--- src/rtl/hemaia_spi_master.sv ---
// hemaia_spi_master: SPI mode-0 initiator issuing cmd/addr/data frames to the AXI-over-SPI slave.
// Optional feature macro HEMAIA_SPI_MASTER_QUAD_EN enables per-request quad-lane address/data.
module hemaia_spi_master #(
  parameter int unsigned CLK_DIV      = 4,
  parameter int unsigned DUMMY_CYCLES = 32,
  parameter int unsigned ADDR_WIDTH   = 32,
  parameter int unsigned DATA_WIDTH   = 32
) (
  input  logic                  clk_i,
  input  logic                  rst_i,
  input  logic                  req_valid_i,
  output logic                  req_ready_o,
  input  logic                  req_write_i,
  input  logic                  req_quad_i,
  input  logic [7:0]            req_cmd_i,
  input  logic [ADDR_WIDTH-1:0] req_addr_i,
  input  logic [DATA_WIDTH-1:0] req_wdata_i,
  output logic                  rsp_valid_o,
  input  logic                  rsp_ready_i,
  output logic [DATA_WIDTH-1:0] rsp_rdata_o,
  output logic                  busy_o,
  output logic                  spi_sclk_o,
  output logic                  spi_cs_o,
  output logic [3:0]            spi_oen_o,
  output logic [3:0]            spi_sdo_o,
  input  logic [3:0]            spi_sdi_i
);

  localparam int unsigned LEN_AD  = (ADDR_WIDTH > DATA_WIDTH) ? ADDR_WIDTH : DATA_WIDTH;
  localparam int unsigned LEN_ADC = (LEN_AD > DUMMY_CYCLES) ? LEN_AD : DUMMY_CYCLES;
  localparam int unsigned MAX_LEN = (LEN_ADC > 8) ? LEN_ADC : 8;
  localparam int unsigned CNT_W   = $clog2(MAX_LEN) + 1;
  localparam int unsigned DIV_W   = $clog2(CLK_DIV + 1);
  localparam int unsigned GAP_W   = $clog2(2 * CLK_DIV);
  localparam logic [DIV_W-1:0] DIV_LAST = DIV_W'(CLK_DIV - 1);
  localparam logic [GAP_W-1:0] GAP_MAX  = GAP_W'(2 * CLK_DIV - 1);

  typedef enum logic [3:0] {
    IDLE, CS_SETUP, CMD, ADDR, WDATA, DUMMY, RDATA, CS_HOLD, RESP
  } state_t;

  state_t                  state_q, state_d;
  logic [DIV_W-1:0]        div_q;
  logic [CNT_W-1:0]        cnt_q, cnt_inc, phase_len;
  logic [GAP_W-1:0]        gap_q;
  logic                    sclk_q, write_q, quad_q;
  logic [7:0]              cmd_q;
  logic [ADDR_WIDTH-1:0]   addr_q;
  logic [DATA_WIDTH-1:0]   wdata_q, rdata_q, rd_next;
  logic                    timed, shifting, tick, rise, fall, last, hs;

  assign shifting = state_q inside {CMD, ADDR, WDATA, DUMMY, RDATA};
  assign timed    = shifting || (state_q == CS_SETUP) || (state_q == CS_HOLD);
  assign tick     = timed && (div_q == DIV_LAST);
  assign rise     = shifting && tick && !sclk_q;
  assign fall     = shifting && tick && sclk_q;
  assign cnt_inc  = cnt_q + CNT_W'(1);
  assign last     = (cnt_inc == phase_len);

  // Ready also waits out the minimum CS-high gap counted from the end of the previous frame.
  assign req_ready_o = (state_q == IDLE) && (gap_q == GAP_MAX) && !rst_i;
  assign hs          = req_valid_i && req_ready_o;
  assign rsp_valid_o = (state_q == RESP);
  assign rsp_rdata_o = rdata_q;
  assign busy_o      = (state_q != IDLE);
  assign spi_sclk_o  = sclk_q;
  assign spi_cs_o    = (state_q == IDLE) || (state_q == RESP);

  always_comb begin
    phase_len = CNT_W'(8);
    case (state_q)
      ADDR:         phase_len = quad_q ? CNT_W'(ADDR_WIDTH / 4) : CNT_W'(ADDR_WIDTH);
      WDATA, RDATA: phase_len = quad_q ? CNT_W'(DATA_WIDTH / 4) : CNT_W'(DATA_WIDTH);
      DUMMY:        phase_len = CNT_W'(DUMMY_CYCLES);
      default:      phase_len = CNT_W'(8);
    endcase
  end

  always_comb begin
    state_d   = state_q;
    spi_oen_o = 4'hF;
    spi_sdo_o = '0;
    case (state_q)
      IDLE:     if (hs) state_d = CS_SETUP;
      CS_SETUP: if (tick) state_d = CMD;
      CMD:      if (fall && last) state_d = ADDR;
      ADDR: begin
        if (fall && last) begin
          if (write_q)               state_d = WDATA;
          else if (DUMMY_CYCLES != 0) state_d = DUMMY;
          else                       state_d = RDATA;
        end
      end
      DUMMY:        if (fall && last) state_d = RDATA;
      WDATA, RDATA: if (fall && last) state_d = CS_HOLD;
      CS_HOLD:      if (tick) state_d = RESP;
      RESP:         if (rsp_ready_i) state_d = IDLE;
      default:      state_d = IDLE;
    endcase

    case (state_q)
      CS_SETUP, CMD: begin spi_oen_o = 4'b1110; spi_sdo_o[0] = cmd_q[7]; end
      ADDR:          begin spi_oen_o = 4'b1110; spi_sdo_o[0] = addr_q[ADDR_WIDTH-1]; end
      WDATA:         begin spi_oen_o = 4'b1110; spi_sdo_o[0] = wdata_q[DATA_WIDTH-1]; end
      DUMMY, RDATA:  spi_oen_o = 4'b1110;
      default:       ;
    endcase
`ifdef HEMAIA_SPI_MASTER_QUAD_EN
    if (quad_q) begin
      case (state_q)
        ADDR:         begin spi_oen_o = 4'b0000; spi_sdo_o = addr_q[ADDR_WIDTH-1 -: 4]; end
        WDATA:        begin spi_oen_o = 4'b0000; spi_sdo_o = wdata_q[DATA_WIDTH-1 -: 4]; end
        DUMMY, RDATA: spi_oen_o = 4'hF;
        default:      ;
      endcase
    end
`endif
  end

`ifdef HEMAIA_SPI_MASTER_QUAD_EN
  logic [DATA_WIDTH+3:0] rd_quad;
  assign rd_quad = {rdata_q, spi_sdi_i};

  always_ff @(posedge clk_i or posedge rst_i) begin
    if (rst_i)   quad_q <= 1'b0;
    else if (hs) quad_q <= req_quad_i;
  end
`else
  logic [3:0] unused_in;
  assign quad_q    = 1'b0;
  assign unused_in = {req_quad_i, spi_sdi_i[3:2], spi_sdi_i[0]};
`endif

  always_comb begin
    rd_next = {rdata_q[DATA_WIDTH-2:0], spi_sdi_i[1]};
`ifdef HEMAIA_SPI_MASTER_QUAD_EN
    if (quad_q) rd_next = rd_quad[DATA_WIDTH-1:0];
`endif
  end

  always_ff @(posedge clk_i or posedge rst_i) begin
    if (rst_i) begin
      state_q <= IDLE;
      div_q   <= '0;
      cnt_q   <= '0;
      gap_q   <= GAP_MAX;
      sclk_q  <= 1'b0;
      write_q <= 1'b0;
      cmd_q   <= '0;
      addr_q  <= '0;
      wdata_q <= '0;
      rdata_q <= '0;
    end else begin
      state_q <= state_d;
      div_q   <= (timed && !tick) ? div_q + DIV_W'(1) : '0;

      if (state_q == CS_HOLD)   gap_q <= '0;
      else if (gap_q != GAP_MAX) gap_q <= gap_q + GAP_W'(1);

      if ((state_q == CS_SETUP) && tick) sclk_q <= 1'b1;
      else if (rise)                     sclk_q <= 1'b1;
      else if (fall)                     sclk_q <= 1'b0;

      if (hs) begin
        write_q <= req_write_i;
        cmd_q   <= req_cmd_i;
        addr_q  <= req_addr_i;
        wdata_q <= req_wdata_i;
        rdata_q <= '0;
        cnt_q   <= '0;
      end

      // Outgoing data advances on the falling edge so lanes are settled a half-period before each rise.
      if (fall) begin
        cnt_q <= last ? '0 : cnt_inc;
        case (state_q)
          CMD:     cmd_q   <= {cmd_q[6:0], 1'b0};
          ADDR:    addr_q  <= quad_q ? (addr_q << 4) : (addr_q << 1);
          WDATA:   wdata_q <= quad_q ? (wdata_q << 4) : (wdata_q << 1);
          default: ;
        endcase
      end

      if (rise && (state_q == RDATA)) rdata_q <= rd_next;
    end
  end

endmodule

--- config.mk ---
export PLATFORM = sky130hd
export DESIGN_NAME = hemaia_spi_master
export DESIGN_NICKNAME = d
export VERILOG_FILES = /design/src/rtl/hemaia_spi_master.sv
export SDC_FILE = /design/constraint.sdc
export NUM_CORES = 1
export LEC_CHECK = 0
export CORE_MARGIN = 4
export CORE_UTILIZATION = 50
export DETAILED_ROUTE_END_ITERATION = 10
export PLACE_DENSITY = 0.8
export RECOVER_POWER = 25
export REMOVE_ABC_BUFFERS = 1
export SYNTH_ARGS = -nofsm -noshare
export SYNTH_HDL_FRONTEND = slang
export SYNTH_SLANG_ARGS = --single-unit
--- constraint.sdc ---
create_clock -name clk_i -period 6.13 [get_ports clk_i]
set_input_delay 1.226 -clock clk_i [delete_from_list [all_inputs] [get_ports clk_i]]
set_output_delay 1.226 -clock clk_i [all_outputs]
set_load 0.02 [all_outputs]
# Yosys cells after proc, flatten, opt, wreduce, memory -nomap -nowiden
# Cells that the tools add are included.
# W data, S select, Z words.
# totals
memories,0
ff_bits,122
latchBits,0
out_inout_bits,45
mem_bits_rw,0
romBits,0
elab_cells,95
# classes
add_sub_neg,3
shifts,0
n_div,0
magnitude_cmp,0
mul,0
n_bitwise,0
muxes,33
eq_ne,20
n_reduce_logical,29
# ops
operator,n
$mux W32,8
$mux W4,8
$pmux W4 S8,1
$mux W6,4
$mux W8,3
$eq A4 B3 Y1 const B,4
$logic_and A1 B1 Y1,11
$mux W3,3
$eq A4 B2 Y1 const B,2
$ne A2 B1 Y1 const B,4
$ne A2 B2 Y1 const B,4
$reduce_and A8 Y1,1
$add A3 B1 Y3 const B,2
$add A6 B1 Y6 const B,1
$eq A6 B6 Y1,1
$reduce_bool A2 Y1,3
$reduce_or A6 Y1,1
$mux W1,5
$reduce_bool A5 Y1,1
$eq A4 B1 Y1 const B,1
$eq A4 B4 Y1 const B,1
$logic_not A4 Y1,1
$reduce_bool A4 Y1,1
$reduce_or A2 Y1,2
8 further kinds,12

# Logic depth before layout (Yosys ltp)
# Gate-level depths: netlist of run 1.
# logic_depth
depth_word,10
mapped_depth,8

# Worst setup path after synthesis of run 1
# Ideal clock, no wire load.
# synth_path
path_kind,input-to-output
startpoint,in rst_i
endpoint,out req_ready_o
path_slack_ps,541
t_arrival_ps,4363
path_buffers,0
stages,2
cell_sequence,inv_1 -> and3_1
# synth_via
elab_chain_len,2
# synth_lines
element,line,source
"start, declared",10,"input logic rst_i,"
$logic_not A1 Y1 (no source line),--,
$logic_and A1 B1 Y1,61,assign req_ready_o = (state_q == IDLE) && (gap_q == GAP_MAX) && !rst_i;
"end, declared",12,"output logic req_ready_o,"
# No other way between the ends.

# Final worst setup path of run 1
# Same ends and word-level chain as after synthesis.

==> flow_summary.toml, run 1 <==
[detailed_routing]
drc = 0
via_count = 4377
drt-total-wl_microns = 12700
initialDrtViolationCount = 219
vias_per_cell = 5.48
drt_pass1_iterations = 6
wl_per_cell_microns = 15.9
ant_nets = 0

[global_route]
grt_pass1_vias = 4505
grt_use_total_pct = 20.5
grt-ovfl-total = 0
grt_first_pass_wirelength_microns = 21300
antenna_found_initial = 0
grt_max_degree = 82

[layout]
regArea_sq_mm = 0.00306
antenna_cells = 0
syn_to_final_growth_pct = 32.0
final_nets = 732
instances_no_fill = 798
multi_input_area_sq_mm = 0.00245
fillers = 836
drive_gt1_share_pct = 8.21

[clocking]
path_clk_slew_ns = 0.05
cts_resized = 0
cts_tree = "done"
cts_hold_buf = 0
numCtsBuffers = 17
clock_latency_ns = 0.42
cts_sinks = 122
post_cts_buffers = 0
h-tree-depth = 4
cts_root_buf = "clkbuf_16"
cts_buffer_depth = 2

[timing]
clock_skew_ns = 0.0121
setup_slack_ns = 1.79
finalHoldViolations = 0
finalSetupViolations = 0
drv_slew = 0
slew_headroom_pct = 15.3
timing.fmax_mhz = 231
rsz0062_at_grt = "false"
period_share_pct = 70.8
layout_min_cycle_time_ns = 4.34
worst_pin_slew_ns = 1.27

[setup_path]
endpoint_kind = "output pin"
reg2reg_slack_ns = 2.94
cp-startpoint = "rst_i"
ff2ff_path_depth = 7
cp.required_ns = 4.90
r2r-end = "wdata_q[12]$_DFF_PP0_"
arrival_ns = 3.11
crit_fanout = 45
worstSetupStartpointType = "input port"
crit_type = "input port to output pin"
r2r-start = "div_q[0]$_DFF_PP0_"

[power]
power.leakage_nw = 3.39
ir_drop_mv = 0.216
powerDensity_mw_per_mm2 = 255

[placement]
dpl.cell_count = 766
dp_hpwl_microns = 8270
preCtsSetupSlack_ns = 1.87
io_buffer_count = 116
place.gp.congestion = 0.869

[synth]
yosysTopAreaCell = "dfrtp_1"
syn_area_sq_mm = 0.00570
yosys_warnings = 0
synthArstFlopShare_pct = 100
ys.flop_type = "dfrtp_1"
yosysMostFrequentCell = "dfrtp_1"
synth_area_leaders = "dfrtp_1, mux2i_1, a21oi_1, nor2_1, a22o_1"
syn_area_per_cell_sq_um = 10.5
synth-seq-area-share_pct = 53.6
synthCells = 545
ys_ff_latch = 122
synth_edf_count = 0
synth.distinct_cells = 51
synth_common_cells = "dfrtp_1, nor2_1, a21oi_1"
synth_top_area_share_pct = 52.3

[job]
cap_violations = 0

[outcome]
status = "complete, no violations"

[die]
die_h_microns = 115
initial_core_util_pct = 51.9
fp-row-count = 38
die_x_microns = 115
die-area_sq_mm = 0.0132
ioPinCount = 127
core-area_sq_mm = 0.0110

[min_path]
hold_start = "div_q[0]$_DFF_PP0_"
whs_path_depth = 1
min_path_type = "flop to flop"
whs_endpoint = "div_q[0]$_DFF_PP0_"
-- metal layers --
| layer | track usage, % | vias to the layer above | part of all wire, % |
|---|---|---|---|
| li1 | - | 2117 | - |
| met1 | 24.8 | 2125 | 42 |
| met2 | 33.4 | 112 | 50 |
| met3 | 6.37 | 23 | 5.7 |
| met4 | 9.78 | 0 | 2.5 |
| met5 | 0 | - | 0 |
-- layout make-up --
class                      count  area share [%]
clock inverter                 9            1.83
multi-input combinational    378            32.5
tap                          140            2.33
timing repair buffer         120            15.8
clock buffer                  23            6.49
inverter                       6           0.333
sequential                   122            40.6
-- cells in the final DEF (no fill, tap or decap), types with 4 or more instances in the layout --
cell / Yosys / layout
clkbuf_8: 0 / 4
nand3_1: 6 / 5
clkdlybuf4s50_1: 0 / 95
nand2_1: 27 / 26
clkbuf_16: 0 / 17
conb_1: 2 / 6
nor2_1: 90 / 90
a21oi_1: 79 / 79
dfrtp_1: 119 / 119
a22o_1: 32 / 32
nor3_1: 6 / 5
dlygate4sd3_1: 0 / 21
ha_1: 5 / 5
o21ai_0: 7 / 7
clkinv_4: 0 / 4
buf_4: 6 / 4
mux2i_1: 71 / 71
-- report_power, final --
group | switching, mW | total, mW | leakage [nW] | internal, mW
combinational | 0.0297 | 0.0767 | 1.78 | 0.0470
clock | 0.350 | 1.03 | 0.304 | 0.684
sequential | 0.00103 | 0.809 | 1.30 | 0.808
-- how the worst max path moves through the flow --
stage / end / slack [ns] / depth (start not counted)
after floorplan: cnt_q[5]$_DFFE_PP0P_ / -3.27 / 3
after global placement: req_ready_o / 1.91 / 4
after detailed placement: req_ready_o / 1.87 / 4
after CTS: req_ready_o / 1.87 / 4
after global routing: req_ready_o / 1.65 / 4
final: req_ready_o / 1.79 / 4
-- critical path: stages --
cell	delay, ns
dlygate4sd3_1	0.58
inv_4	0.42
and3_1	0.24
clkdlybuf4s50_1	0.62
-- registers in the layout, summed over array words and instances (netlist names) --
name,cells
addr_q,32
rsp_rdata_o,32
wdata_q,32
cmd_q,8
cnt_q,6
state_q,4
div_q,3
gap_q,3
spi_sclk_o,1
write_q,1
-- cell families (layout without fill, tap and decap cells) --
logic type                 Yosys count  in the layout  synth area share [%]
adders and majority gates            5              5                  1.10
AOI/OAI and AO/OA                  135            135                  15.1
muxes                               73             73                  12.9
and+or+nand+nor                    154            154                  12.5
other                                2              6                 0.132
buffers and inverters               49            158                  3.91
DFF                                122            122                  53.6
xor gates and xnor gates             5              5                 0.769
-- per-stage QoR --
step	utilization, %	hold slack [ns]	power (mW)	area [sq um]	setup TNS (ns)
final	68.5	0.448	1.92	7520	0
after global routing	68.5	0.466	1.99	7520	0
after CTS	68.5	0.453	1.94	7520	0
after detailed placement	62.8	0.442	0.900	6900	0
after global placement	62.8	0.429	0.899	6900	0
after floorplan	-	0.416	0.842	5510	-228.18
No activity file was read; power rests on OpenSTA's default activity.
==> run 2: changes to the inputs <==
Settings changed: CORE_UTILIZATION 50 to 46, PLACE_DENSITY 0.8 to 0.78.
Clock period 6.13 ns to 3.95 ns, I/O delays scaled along.
==> flow_summary.toml, run 2 (synthesis results as in run 1) <==
[layout]
final_nets = 734
regArea_sq_mm = 0.00306
drive_gt1_share_pct = 8.19
postLayoutCoreUtil_pct = 62.3
layout_common_cells = "dfrtp_1, clkdlybuf4s50_1, nor2_1, a21oi_1, mux2i_1"
fillers = 968
antenna_cells = 0
multi_input_area_sq_mm = 0.00245
syn_to_final_growth_pct = 31.8
final_common_cell = "dfrtp_1"

[timing]
period_share_pct = 86.0
finalSetupViolations = 0
rsz0062_at_grt = "false"
setup_slack_ns = 0.553
drv_slew = 0
timing.fmax_mhz = 294
worst_pin_slew_ns = 1.33
layout_min_cycle_time_ns = 3.40
finalHoldViolations = 0
clock_skew_ns = 0.0160
slew_headroom_pct = 11.4

[die]
core-area_sq_mm = 0.0121
die_h_microns = 119
die_x_microns = 119
ioPinCount = 127
fp-row-count = 40
initial_core_util_pct = 47.3
die-area_sq_mm = 0.0142

[clocking]
numCtsBuffers = 17
h-tree-depth = 4
post_cts_buffers = 0
cts_resized = 0
cts_buffer_depth = 2
cts_root_buf = "clkbuf_16"
cts_hold_buf = 0
clock_latency_ns = 0.42
cts_tree = "done"
cts_sinks = 122
path_clk_slew_ns = 0.06

[global_route]
grt_pass1_vias = 4498
grt-ovfl-total = 0
antenna_found_initial = 0
grt_use_total_pct = 18.8
grt_first_pass_wirelength_microns = 21600
grt_max_degree = 78

[power]
powerDensity_mw_per_mm2 = 380
power.leakage_nw = 3.33
ir_drop_mv = 0.360
p_total_mw = 2.85

[job]
cap_violations = 0

[placement]
dp_hpwl_microns = 8460
preCtsSetupSlack_ns = 0.869
place.gp.congestion = 0.814
io_buffer_count = 116

[setup_path]
crit_type = "flop to output pin"
crit_fanout = 20
crit_buf_inv = 1
arrival_ns = 2.61
r2r-end = "wdata_q[13]$_DFF_PP0_"
crit_slowest_cell = "nor3_1"
worstSetupStartpointType = "flop"
crit_family = "simple AND/OR/NAND/NOR gates"
slowest_delay_ns = 0.75
endpoint_kind = "output pin"
worstPathCellList = "nor3_1 > and2_1 > clkdlybuf4s50_1"
reg2reg_slack_ns = 1.28
r2r-start = "state_q[1]$_DFFE_PP0P_"
ff2ff_path_depth = 5
cp.required_ns = 3.16

[min_path]
min_path_type = "flop to flop"
hold_start = "div_q[0]$_DFF_PP0_"
whs_path_depth = 1
whs_endpoint = "div_q[0]$_DFF_PP0_"

[detailed_routing]
drt_pass1_iterations = 4
vias_per_cell = 5.30
drt-total-wl_microns = 12700
via_count = 4385
ant_nets = 0
wl_per_cell_microns = 15.3
initialDrtViolationCount = 310
drc = 0

[outcome]
status = "complete, no violations"
run 2: changes by cell type in the layout (fill, tap and decap cells not counted), sizes merged:
cell and change:
clkdlybuf4s50 +11, clkbuf +1, clkinv -1, clkinvlp +1, dlygate4sd3 -11, buf +1, bufinv -1
run 2: worst max path at each step:
stage,cells past startpoint,slack (ns),startpoint,end
2_1_floorplan,3,-5.01,rst_i,cnt_q[5]$_DFFE_PP0P_
3_3_place_gp,4,0.87,rst_i,req_ready_o
3_5_place_dp,4,0.87,rst_i,req_ready_o
4_1_cts,3,0.54,state_q[1]$_DFFE_PP0P_,rsp_valid_o
5_1_grt,3,0.42,state_q[1]$_DFFE_PP0P_,rsp_valid_o
6_report,3,0.55,state_q[1]$_DFFE_PP0P_,rsp_valid_o
run 2: cell type report:
cell class,count,share of cell area (%)
multi-input combinational,378,32.6
tap,168,2.80
sequential,122,40.7
clock buffer,23,6.23
clock inverter,8,1.27
timing repair buffer,122,16.1
inverter,6,0.333
run 2: power by group:
| group | switching [mW] | leakage [nW] | internal (mW) |
|---|---|---|---|
| combinational | 0.0467 | 1.75 | 0.0740 |
| clock | 0.523 | 0.273 | 0.952 |
| sequential | 0.00179 | 1.30 | 1.25 |
| total | 0.571 | 3.33 | 2.28 |
run 2: stage by stage:
step | hold slack, ns | cells | setup TNS (ns) | cell area (sq um)
global route | 0.474 | 827 | 0 | 7510
floorplan | 0.416 | 506 | -406.54 | 5510
finish | 0.448 | 827 | 0 | 7510
global placement | 0.427 | 796 | 0 | 6960
detailed placement | 0.444 | 796 | 0 | 6960
CTS | 0.451 | 827 | 0 | 7520
run 2: layer usage:
layer  part of all wire (%)  up-vias  track usage [%]
met5                      0        -                0
li1                       -     2121                -
met1                     41     2138             22.7
met4                    2.1        0             8.30
met3                    4.0       27             4.75
met2                     52       99             31.9
